## config.mk

```make
export PLATFORM = sky130hd
export DESIGN_NAME = service_2_countdown
export DESIGN_NICKNAME = d
export VERILOG_FILES = /design/src/rtl/service_pkg.sv /design/src/rtl/bcd_mmss_dec.sv /design/src/rtl/service_2_countdown.sv
export SDC_FILE = /design/constraint.sdc
export NUM_CORES = 1
export LEC_CHECK = 0
export CAP_MARGIN = 20
export CORE_MARGIN = 3
export CORE_UTILIZATION = 35
export DETAILED_ROUTE_END_ITERATION = 8
export GPL_TIMING_DRIVEN = 0
export PLACE_DENSITY = 0.61
export REMOVE_ABC_BUFFERS = 1
export SKIP_LAST_GASP = 1
export SLEW_MARGIN = 10
export SYNTH_ARGS = -nofsm -noshare
export SYNTH_HDL_FRONTEND = slang
export SYNTH_SLANG_ARGS = --single-unit
```

## constraint.sdc

```tcl
create_clock -name clk -period 4.65 [get_ports clk]
set_clock_uncertainty 0.05 [all_clocks]
set_input_delay 0.465 -clock clk [delete_from_list [all_inputs] [get_ports clk]]
set_output_delay 0.465 -clock clk [all_outputs]
set_load 0.01 [all_outputs]
```

## src/rtl/service_pkg.sv

```systemverilog
// ---------------------------------------------------------------------------
// service_pkg
// Definitions shared by the time-set, countdown and display stages.
//   - state_e         : countdown controller states
//   - digit layout    : 16-bit MMSS word, one BCD digit per nibble,
//                       {MM tens, MM units, SS tens, SS units}
//   - digit maxima    : largest legal value of each digit position
//   - mmss_sanitise() : saturates an arbitrary 16-bit word to a legal MM:SS
// ---------------------------------------------------------------------------
package service_pkg;

  typedef enum logic [2:0] {
    IDLE,
    ARMED,
    RUN,
    PAUSE,
    DONE
  } state_e;

  localparam int DIG_W    = 4;
  localparam int SS_U_LSB = 0;
  localparam int SS_T_LSB = 4;
  localparam int MM_U_LSB = 8;
  localparam int MM_T_LSB = 12;

  localparam logic [3:0] DIG_MAX_UNITS   = 4'd9;
  localparam logic [3:0] DIG_MAX_MM_TENS = 4'd9;
  localparam logic [3:0] DIG_MAX_SS_TENS = 4'd5;

  function automatic logic [3:0] clamp_dig(input logic [3:0] d,
                                           input logic [3:0] mx);
    return (d > mx) ? mx : d;
  endfunction

  // A seconds field above 59 saturates to 59 as a whole, so an over-range
  // tens digit also pulls the units digit to 9 (0x0975 -> 0x0959).
  function automatic logic [15:0] mmss_sanitise(input logic [15:0] v);
    logic [15:0] r;
    r = v;
    r[MM_T_LSB +: DIG_W] = clamp_dig(v[MM_T_LSB +: DIG_W], DIG_MAX_MM_TENS);
    r[MM_U_LSB +: DIG_W] = clamp_dig(v[MM_U_LSB +: DIG_W], DIG_MAX_UNITS);
    r[SS_U_LSB +: DIG_W] = clamp_dig(v[SS_U_LSB +: DIG_W], DIG_MAX_UNITS);
    if (v[SS_T_LSB +: DIG_W] > DIG_MAX_SS_TENS) begin
      r[SS_T_LSB +: DIG_W] = DIG_MAX_SS_TENS;
      r[SS_U_LSB +: DIG_W] = DIG_MAX_UNITS;
    end
    return r;
  endfunction

endpackage

```

## src/rtl/bcd_mmss_dec.sv

```systemverilog
// ---------------------------------------------------------------------------
// bcd_mmss_dec
// Combinational one-second decrement of a BCD MM:SS word.
//   mmss_i          [15:0] current time {MM tens, MM units, SS tens, SS units}
//   mmss_o          [15:0] time minus one second (0000 stays 0000)
//   is_zero_next_o         mmss_o is 00:00
// Borrow chain: SS units 0->9, SS tens 0->5, MM units 0->9, MM tens -1.
// ---------------------------------------------------------------------------
module bcd_mmss_dec
  import service_pkg::*;
(
  input  logic [15:0] mmss_i,
  output logic [15:0] mmss_o,
  output logic        is_zero_next_o
);

  logic [3:0] d0, d1, d2, d3;
  logic [3:0] n0, n1, n2, n3;
  logic       b0, b1, b2;

  always_comb begin
    d0 = mmss_i[SS_U_LSB +: DIG_W];
    d1 = mmss_i[SS_T_LSB +: DIG_W];
    d2 = mmss_i[MM_U_LSB +: DIG_W];
    d3 = mmss_i[MM_T_LSB +: DIG_W];
    n0 = d0;
    n1 = d1;
    n2 = d2;
    n3 = d3;
    b0 = 1'b0;
    b1 = 1'b0;
    b2 = 1'b0;

    // 00:00 has nothing to borrow from; leave it untouched.
    if (mmss_i != 16'h0000) begin
      if (d0 == 4'd0) begin
        n0 = DIG_MAX_UNITS;
        b0 = 1'b1;
      end else begin
        n0 = d0 - 4'd1;
      end

      if (b0) begin
        if (d1 == 4'd0) begin
          n1 = DIG_MAX_SS_TENS;
          b1 = 1'b1;
        end else begin
          n1 = d1 - 4'd1;
        end
      end

      if (b1) begin
        if (d2 == 4'd0) begin
          n2 = DIG_MAX_UNITS;
          b2 = 1'b1;
        end else begin
          n2 = d2 - 4'd1;
        end
      end

      // A nonzero word that borrows this far always has MM tens > 0.
      if (b2) begin
        n3 = d3 - 4'd1;
      end
    end

    mmss_o         = {n3, n2, n1, n0};
    is_zero_next_o = (mmss_o == 16'h0000);
  end

endmodule

```

## src/rtl/service_2_countdown.sv

```systemverilog
// ---------------------------------------------------------------------------
// service_2_countdown
// MM:SS countdown timer fed by the time-set stage.
//   clk      system clock
//   reset    asynchronous, active-high reset
//   finish1  set-complete level; its rising edge loads num_in
//   num_in   [15:0] BCD {MM tens, MM units, SS tens, SS units}
//   push_c   one-cycle debounced pulse, toggles start/pause
//   remain   [15:0] current BCD time, same layout as num_in
//   running  high while counting
//   done     high once 00:00 is reached, until push_c or a new load
//   alarm    toggles every second while done, 0 otherwise
// TICK_DIV clk cycles make one second.
// ---------------------------------------------------------------------------
module service_2_countdown
  import service_pkg::*;
#(
  parameter int unsigned TICK_DIV = 100_000_000
) (
  input  logic        clk,
  input  logic        reset,
  input  logic        finish1,
  input  logic [15:0] num_in,
  input  logic        push_c,
  output logic [15:0] remain,
  output logic        running,
  output logic        done,
  output logic        alarm
);

  localparam int            PW        = (TICK_DIV > 1) ? $clog2(TICK_DIV) : 1;
  localparam logic [PW-1:0] PRESC_MAX = PW'(TICK_DIV - 1);

  state_e        state_q, state_d;
  logic [15:0]   remain_q, remain_d;
  logic [PW-1:0] presc_q, presc_d;
  logic          alarm_q, alarm_d;
  logic          running_q, done_q;
  logic          fin_d_q;

  logic          load;
  logic          tick;
  logic [15:0]   load_val;
  logic [15:0]   dec_val;
  logic          dec_zero;

  assign load     = finish1 & ~fin_d_q;
  assign load_val = mmss_sanitise(num_in);
  // The prescaler only advances in RUN and DONE, so tick cannot fire elsewhere.
  assign tick     = ((state_q == RUN) || (state_q == DONE)) && (presc_q == PRESC_MAX);

  bcd_mmss_dec u_dec (
    .mmss_i         (remain_q),
    .mmss_o         (dec_val),
    .is_zero_next_o (dec_zero)
  );

  always_ff @(posedge clk or posedge reset) begin
    if (reset) begin
      state_q   <= IDLE;
      remain_q  <= 16'h0000;
      presc_q   <= '0;
      alarm_q   <= 1'b0;
      running_q <= 1'b0;
      done_q    <= 1'b0;
      fin_d_q   <= 1'b0;
    end else begin
      state_q   <= state_d;
      remain_q  <= remain_d;
      presc_q   <= presc_d;
      alarm_q   <= alarm_d;
      running_q <= (state_d == RUN);
      done_q    <= (state_d == DONE);
      fin_d_q   <= finish1;
    end
  end

  always_comb begin
    state_d  = state_q;
    remain_d = remain_q;
    alarm_d  = alarm_q;

    // A pause request freezes the prescaler in the same cycle, so resuming
    // picks up exactly where the count left off. A tick always wraps it.
    if (tick) begin
      presc_d = '0;
    end else if (((state_q == RUN) && !push_c) || (state_q == DONE)) begin
      presc_d = presc_q + 1'b1;
    end else begin
      presc_d = presc_q;
    end

    // A load edge outranks push_c everywhere it is honoured.
    if (load && (state_q != RUN)) begin
      state_d  = ARMED;
      remain_d = load_val;
      presc_d  = '0;
      alarm_d  = 1'b0;
    end else begin
      unique case (state_q)
        IDLE: ;
        ARMED: begin
          if (push_c) begin
            presc_d = '0;
            state_d = (remain_q != 16'h0000) ? RUN : DONE;
          end
        end
        RUN: begin
          if (tick) begin
            remain_d = dec_val;
          end
          // Reaching 00:00 wins over a simultaneous pause so PAUSE never
          // holds a zero time.
          if (tick && dec_zero) begin
            state_d = DONE;
          end else if (push_c) begin
            state_d = PAUSE;
          end
        end
        PAUSE: begin
          if (push_c) begin
            state_d = RUN;
          end
        end
        DONE: begin
          if (push_c) begin
            state_d  = IDLE;
            remain_d = 16'h0000;
            alarm_d  = 1'b0;
          end else if (tick) begin
            alarm_d = ~alarm_q;
          end
        end
        default: state_d = IDLE;
      endcase
    end
  end

  assign remain  = remain_q;
  assign running = running_q;
  assign done    = done_q;
  assign alarm   = alarm_q;

endmodule

```

==> results of run 1 <==
[sequential cells by signal (all words and copies together) (netlist names)]
name / cells
remain: 16
state_q: 3
fin_d_q: 1
running: 1
done: 1
alarm: 1
presc_q: 27
[cells in the mapped netlist (3+ instances only)]
cell       number  share of area
nand3_1        16          0.025
dfrtp_1        50           0.39
nor4_1         13          0.025
nor3b_1         3         0.0070
xnor2_1        16          0.043
o2bb2ai_1       4          0.011
a22o_1          3         0.0081
a21oi_1        13          0.020
nand4_1        11          0.021
o22ai_1         6          0.012
inv_1          17          0.020
o21ai_0        10          0.016
ha_1            3          0.012
and4_1          6          0.016
a22oi_1         9          0.021
mux2i_1         4          0.012
o21a_1          4         0.0093
clkbuf_1        8         0.0093
nand2_1        20          0.023
nor2_1         24          0.028
xor2_1         11          0.030
nand4b_1        3         0.0081
o31ai_1         3         0.0070
nor3_1         29          0.045
buf_6           4          0.014
nand2b_1        4         0.0078
nor3_2          3         0.0093
[path summary, 6_finish.rpt]
check / from / to / cells after the start
max: state_q[1] / remain[7] / 4
min: reset / remain[15] / 2
max reg2reg: state_q[1] / remain[7] / 4
min reg2reg: remain[13] / remain[13] / 1
max in group asynchronous: reset / remain[0] / 3
min in group clk: remain[13] / remain[13] / 1
[metrics by stage]
stage          cells  power (mW)  hold slack (ps)  area, um^2   util
2_1_floorplan    338        1.08              446        3140      -
3_3_place_gp     484        1.37              471        3650  0.413
3_5_place_dp     485        1.38              493        3680  0.416
4_1_cts          493        1.71              390        3790  0.429
5_1_grt          493        1.82              413        3790  0.429
6_report         493        1.70              372        3790  0.429
[final cells by class]
type	count	area, um^2	area share
clock inverters	3	45.0	0.0119
clock buffers	5	68.8	0.0181
multi-input cells	271	1830	0.482
flip-flops and latches	50	1250	0.330
repair buffers	39	400	0.106
well taps	108	135	0.0356
inverters	17	63.8	0.0168
[metal layers]
| layer | GRT usage | up-vias |
|---|---|---|
| met5 | 0 | - |
| met4 | 0.0494 | 0 |
| met3 | 0.0273 | 8 |
| met2 | 0.234 | 81 |
| met1 | 0.252 | 1395 |
| li1 | - | 1391 |
[cells by family (layout without fill, tap and decap cells)]
| logic type | count (synthesis) | after routing | synth area share |
|---|---|---|---|
| buffers and inverters | 32 | 64 | 0.0484 |
| multiplexers | 6 | 6 | 0.0194 |
| adder cells (fa/ha/maj) | 3 | 3 | 0.0116 |
| flip-flops | 50 | 50 | 0.388 |
| AND/OR/NAND/NOR | 159 | 159 | 0.290 |
| XOR/XNOR | 27 | 27 | 0.0733 |
| AO/OA/AOI/OAI | 76 | 76 | 0.170 |
[power groups by stage]
stage	Combinational (mW)	Clock, mW	Sequential, mW
3_3_place_gp	0.702	0	0.664
6_report	0.722	0.322	0.659
5_1_grt	0.798	0.346	0.681
2_1_floorplan	0.427	0	0.657
4_1_cts	0.720	0.327	0.659
3_5_place_dp	0.717	0	0.667
==> results.md, run 1 <==
- Clock power frac: 0.189
- Final-report hold violation count: 0
- Crit path capture type: flip-flop
- Ys async rst share: 1.00
- Post-synthesis register bit count: 50
- Slowest stage delay, CP: 660 ps
- CP Buf/Inv Count: 0
- Full die area: 10400 um^2
- Status: completed
- Cell Area, Synth: 3230 um^2
- Rel. slew slack: 0.464
- Antenna viol nets, final: 0
- Root Buffer: clkbuf_8
- CP arrival: 3060 ps
- Top Family by Delay on Critical Path: simple AND/OR/NAND/NOR gates
- DR WL met2: 3670 um
- Req. time, crit path: 4810 ps
- DRT Pass-1 Iters: 5
- DRC viols: 0
- Initial Util: 0.365
- Area grow syn2layout: 17.5%
- Worst IR Drop VDD: 132 uV
- Library cells used by synthesis: 66
- IO Pins: 39
- Dpl hpwl: 5810 um
- Vias in the first global route: 2719
- Post-CTS setup buffer count: 0
- Final number of setup-violating endpoints: 0
- Vias: 2875
- Post-synth EDFFs: 0
- Highest routed layer: met4
- Clock buffer depth: 2
- Met3 routed WL: 417 um
- Ys flop type: dfrtp_1
- Largest net degree at the start of global routing: 37
- Crit share post-route: 0.624
- Port Buffers: 38
- Mean cell area of the mapped netlist: 9.14 um^2
- Clk slew on worst S/H paths: 110 ps
- Leading cell types in the layout, fill and taps excluded: dfrtp_1 (50), clkdlybuf4s50_1 (38), nor3_1 (29)
- Max Clk Rate: 344 MHz
- DR iter-0 viols: 203
- Vias per cell: 5.83
- Most common cell after layout, fill and taps aside: dfrtp_1
- Global-route wire length before repair: 13700 um
- Final layout net count: 407
- Sw Share: 0.411
- Global router's overall resource usage: 0.164
- Seq/Total Area, Yosys: 0.388
- CP Max Fanout: 16
- Final worst slack: 1750 ps
- Tmin final: 2900 ps
- Sw power: 701 uW
- Leak pwr: 1.51 nW
- Combinational share of power: 0.424
- Hold/Removal Path Class: input port to async pin
- Core ar.: 8850 um^2
- Rows: 34
- Slowest cell on crit path: nand3_1
- DIE WIDTH: 102 um
- Die Span Y: 102 um
- RSZ-0062 raised after global routing: no
- Syn Inst Count: 353
- N_diodes: 0
- Hold Buf Count CTS: 0
- Place WS: 1770 ps
- Total Wirelength: 8350 um
- TritonCTS clock tree: yes
- Max Slew Vio Count: 0
- H-tree lvl count: 2
- DR WL/cell: 16.9 um
- Setup TNS: 0 ps
- YS warnings: 0
- Gpl congestion: 0.834
- Max-cap viol count: 0
- Fill count: 865
- Layout cells sized above 1: 0.0805
- Initial antenna violation count: 0
- Flop2flop setup slack: 1750 ps
- Clk_lat worst skew: 320 ps
- Startpoint types: flip-flop
- Post-cts sizing count: 0
- Worst slew pin tran: 802 ps
- Power Internal: 1.00 mW
- PwrDens: 449 nW/um^2
- Sequential power share: 0.387
- GRT overflow: 0
- Met1 WL: 4140 um
- Crit-path cells: nor3b_1 > nand3_1 > and2_1 > o21a_1
- CTS Sinks: 50
- Setup Crit Path Kind: flip-flop to flip-flop
- TritonCTS Buffers: 5
Power figures use the tool's default switching activity.
==> run 2, diff against run 1 <==
==> constraint.sdc (replaced) <==
create_clock -name clk -period 2.9 [get_ports clk]
set_clock_uncertainty 0.05 [all_clocks]
set_input_delay 0.29 -clock clk [delete_from_list [all_inputs] [get_ports clk]]
set_output_delay 0.29 -clock clk [all_outputs]
set_load 0.01 [all_outputs]
==> run 2 against run 1 <==
- sequential cell count unchanged
- via count up 1.0%
- global-route usage about the same
- worst hold slack worse by 170 ps
- sequential power up 61%
- critical path depth up 1
- non-clock buffer count up 3
- sequential share of layout area down 0.28 points
- register-to-register slack worse by 1300 ps
- cell area up 0.86%
- first-iteration DRC count down 3.4%
==> results.md, run 2 (same netlist as run 1, synthesis figures left out) <==
- Vias: 2905
- Area grow syn2layout: 18.5%
- Layout cells sized above 1: 0.0928
- DR iter-0 viols: 196
- Crit share post-route: 0.860
- Largest Register: presc_q
- Vias per cell: 5.86
- Dpl hpwl: 5810 um
- CTS Sinks: 50
- Max-cap viol count: 0
- Crit-path cells: nor2_1 > o21a_1 > a21o_1 > and2_1 > o221ai_1
- Max Clk Rate: 401 MHz
- DRT Pass-1 Iters: 5
- Startpoint types: flip-flop
- RSZ-0062 raised after global routing: no
- H-tree lvl count: 2
- Fill count: 866
- Tmin final: 2490 ps
- Root Buffer: clkbuf_8
- Max Slew Vio Count: 0
- Slowest stage delay, CP: 600 ps
- Rel. slew slack: 0.472
- Setup Crit Path Kind: flip-flop to flip-flop
- Final-report hold violation count: 0
- Final layout net count: 410
- Status: completed
- Largest net degree at the start of global routing: 37
- Slowest cell on crit path: and2_1
- Initial Util: 0.365
- Core ar.: 8850 um^2
- TritonCTS clock tree: yes
- Most common cell after layout, fill and taps aside: dfrtp_1
- Initial antenna violation count: 0
- Req. time, crit path: 3020 ps
- PwrDens: 715 nW/um^2
- DRC viols: 0
- Die Span Y: 102 um
- Number of flip-flops in the largest register: 27
- Rows: 34
- Global-route wire length before repair: 13700 um
- Full die area: 10400 um^2
- Gpl congestion: 0.834
- Hold/Removal Path Class: input port to async pin
- Clock buffer depth: 2
- DR WL/cell: 17.0 um
- Worst IR Drop VDD: 206 uV
- DIE WIDTH: 102 um
- Crit path capture type: flip-flop
- Vias in the first global route: 2718
- GRT overflow: 0
- Leak pwr: 1.52 nW
- N_diodes: 0
- Final number of setup-violating endpoints: 0
- Antenna viol nets, final: 0
- Leading cell types in the layout, fill and taps excluded: dfrtp_1 (50), clkdlybuf4s50_1 (38), nor3_1 (29)
- Port Buffers: 38
- Clk_lat worst skew: 320 ps
- Power Total: 2.74 mW
- Total Wirelength: 8420 um
- IO Pins: 39
- CP arrival: 2610 ps
- CP Max Fanout: 16
- Global router's overall resource usage: 0.164
- Worst slew pin tran: 791 ps
- Setup TNS: 0 ps
- TritonCTS Buffers: 5
- Clk slew on worst S/H paths: 100 ps
[run 2: changes by cell type in the layout (fill, tap and decap cells not counted)]
cell | before | now
buf_4 | 0 | 3
nor3b_2 | 0 | 1
nor3b_1 | 3 | 2
nand3_2 | 0 | 1
nand3_1 | 16 | 15
[run 2: area by class of cell]
class,count,area [um^2],area share
Inverter,17,63.8,0.0167
Multi-Input combinational cell,271,1840,0.481
Sequential cell,50,1250,0.327
Clock inverter,3,45.0,0.0118
Tap cell,108,135,0.0353
Clock buffer,5,68.8,0.0180
Timing Repair Buffer,42,423,0.111
[run 2: worst paths after layout]
check | depth (start not counted) | slack, ps | start | end
min in group clk | 1 | 460 | finish1 | fin_d_q
setup / recovery | 5 | 410 | state_q[2] | remain[2]
setup reg to reg | 5 | 410 | state_q[2] | remain[2]
hold reg to reg | 1 | 510 | remain[13] | remain[13]
max in group asynchronous | 3 | 2070 | reset | remain[2]
hold / removal | 2 | 200 | reset | remain[14]
[run 2: stage by stage]
stage          hold WS, ps  cells  cell area [um^2]  worst slack, ps  utilization
2_1_floorplan          271    338              3140              701            -
3_3_place_gp           471    484              3650             87.1        0.413
3_5_place_dp           493    485              3680             20.0        0.416
4_1_cts                215    493              3800              174        0.429
5_1_grt                238    496              3820              241        0.432
6_report               204    496              3820              406        0.432
[run 2: power breakdown]
group	switching, mW	leakage [nW]	total (mW)	internal [mW]
clock	0.255	0.0504	0.512	0.257
sequential	0.237	0.667	1.06	0.822
combinational	0.631	0.803	1.16	0.534
[run 2: metal layers]
metal | GRT usage | wire length (um)
met5 | 0 | 0
met3 | 0.0273 | 415
met2 | 0.234 | 3730
met4 | 0.0494 | 112
met1 | 0.252 | 4160
[run 2: critical path, delay by kind of cell, from the launching register on]
kind | cells | cell delay (ps)
AOI/OAI and AO/OA | 3 | 960
and+or+nand+nor | 2 | 810
DFF | 1 | 540
[run 2: what timing repair did]
action | 4_1_cts | 5_1_grt
setup endpoints to repair | 2 | 8
pin swaps | 0 | 1
hold buffers | 0 | 0
gates resized for setup | 1 | 1
setup buffers | 0 | 3
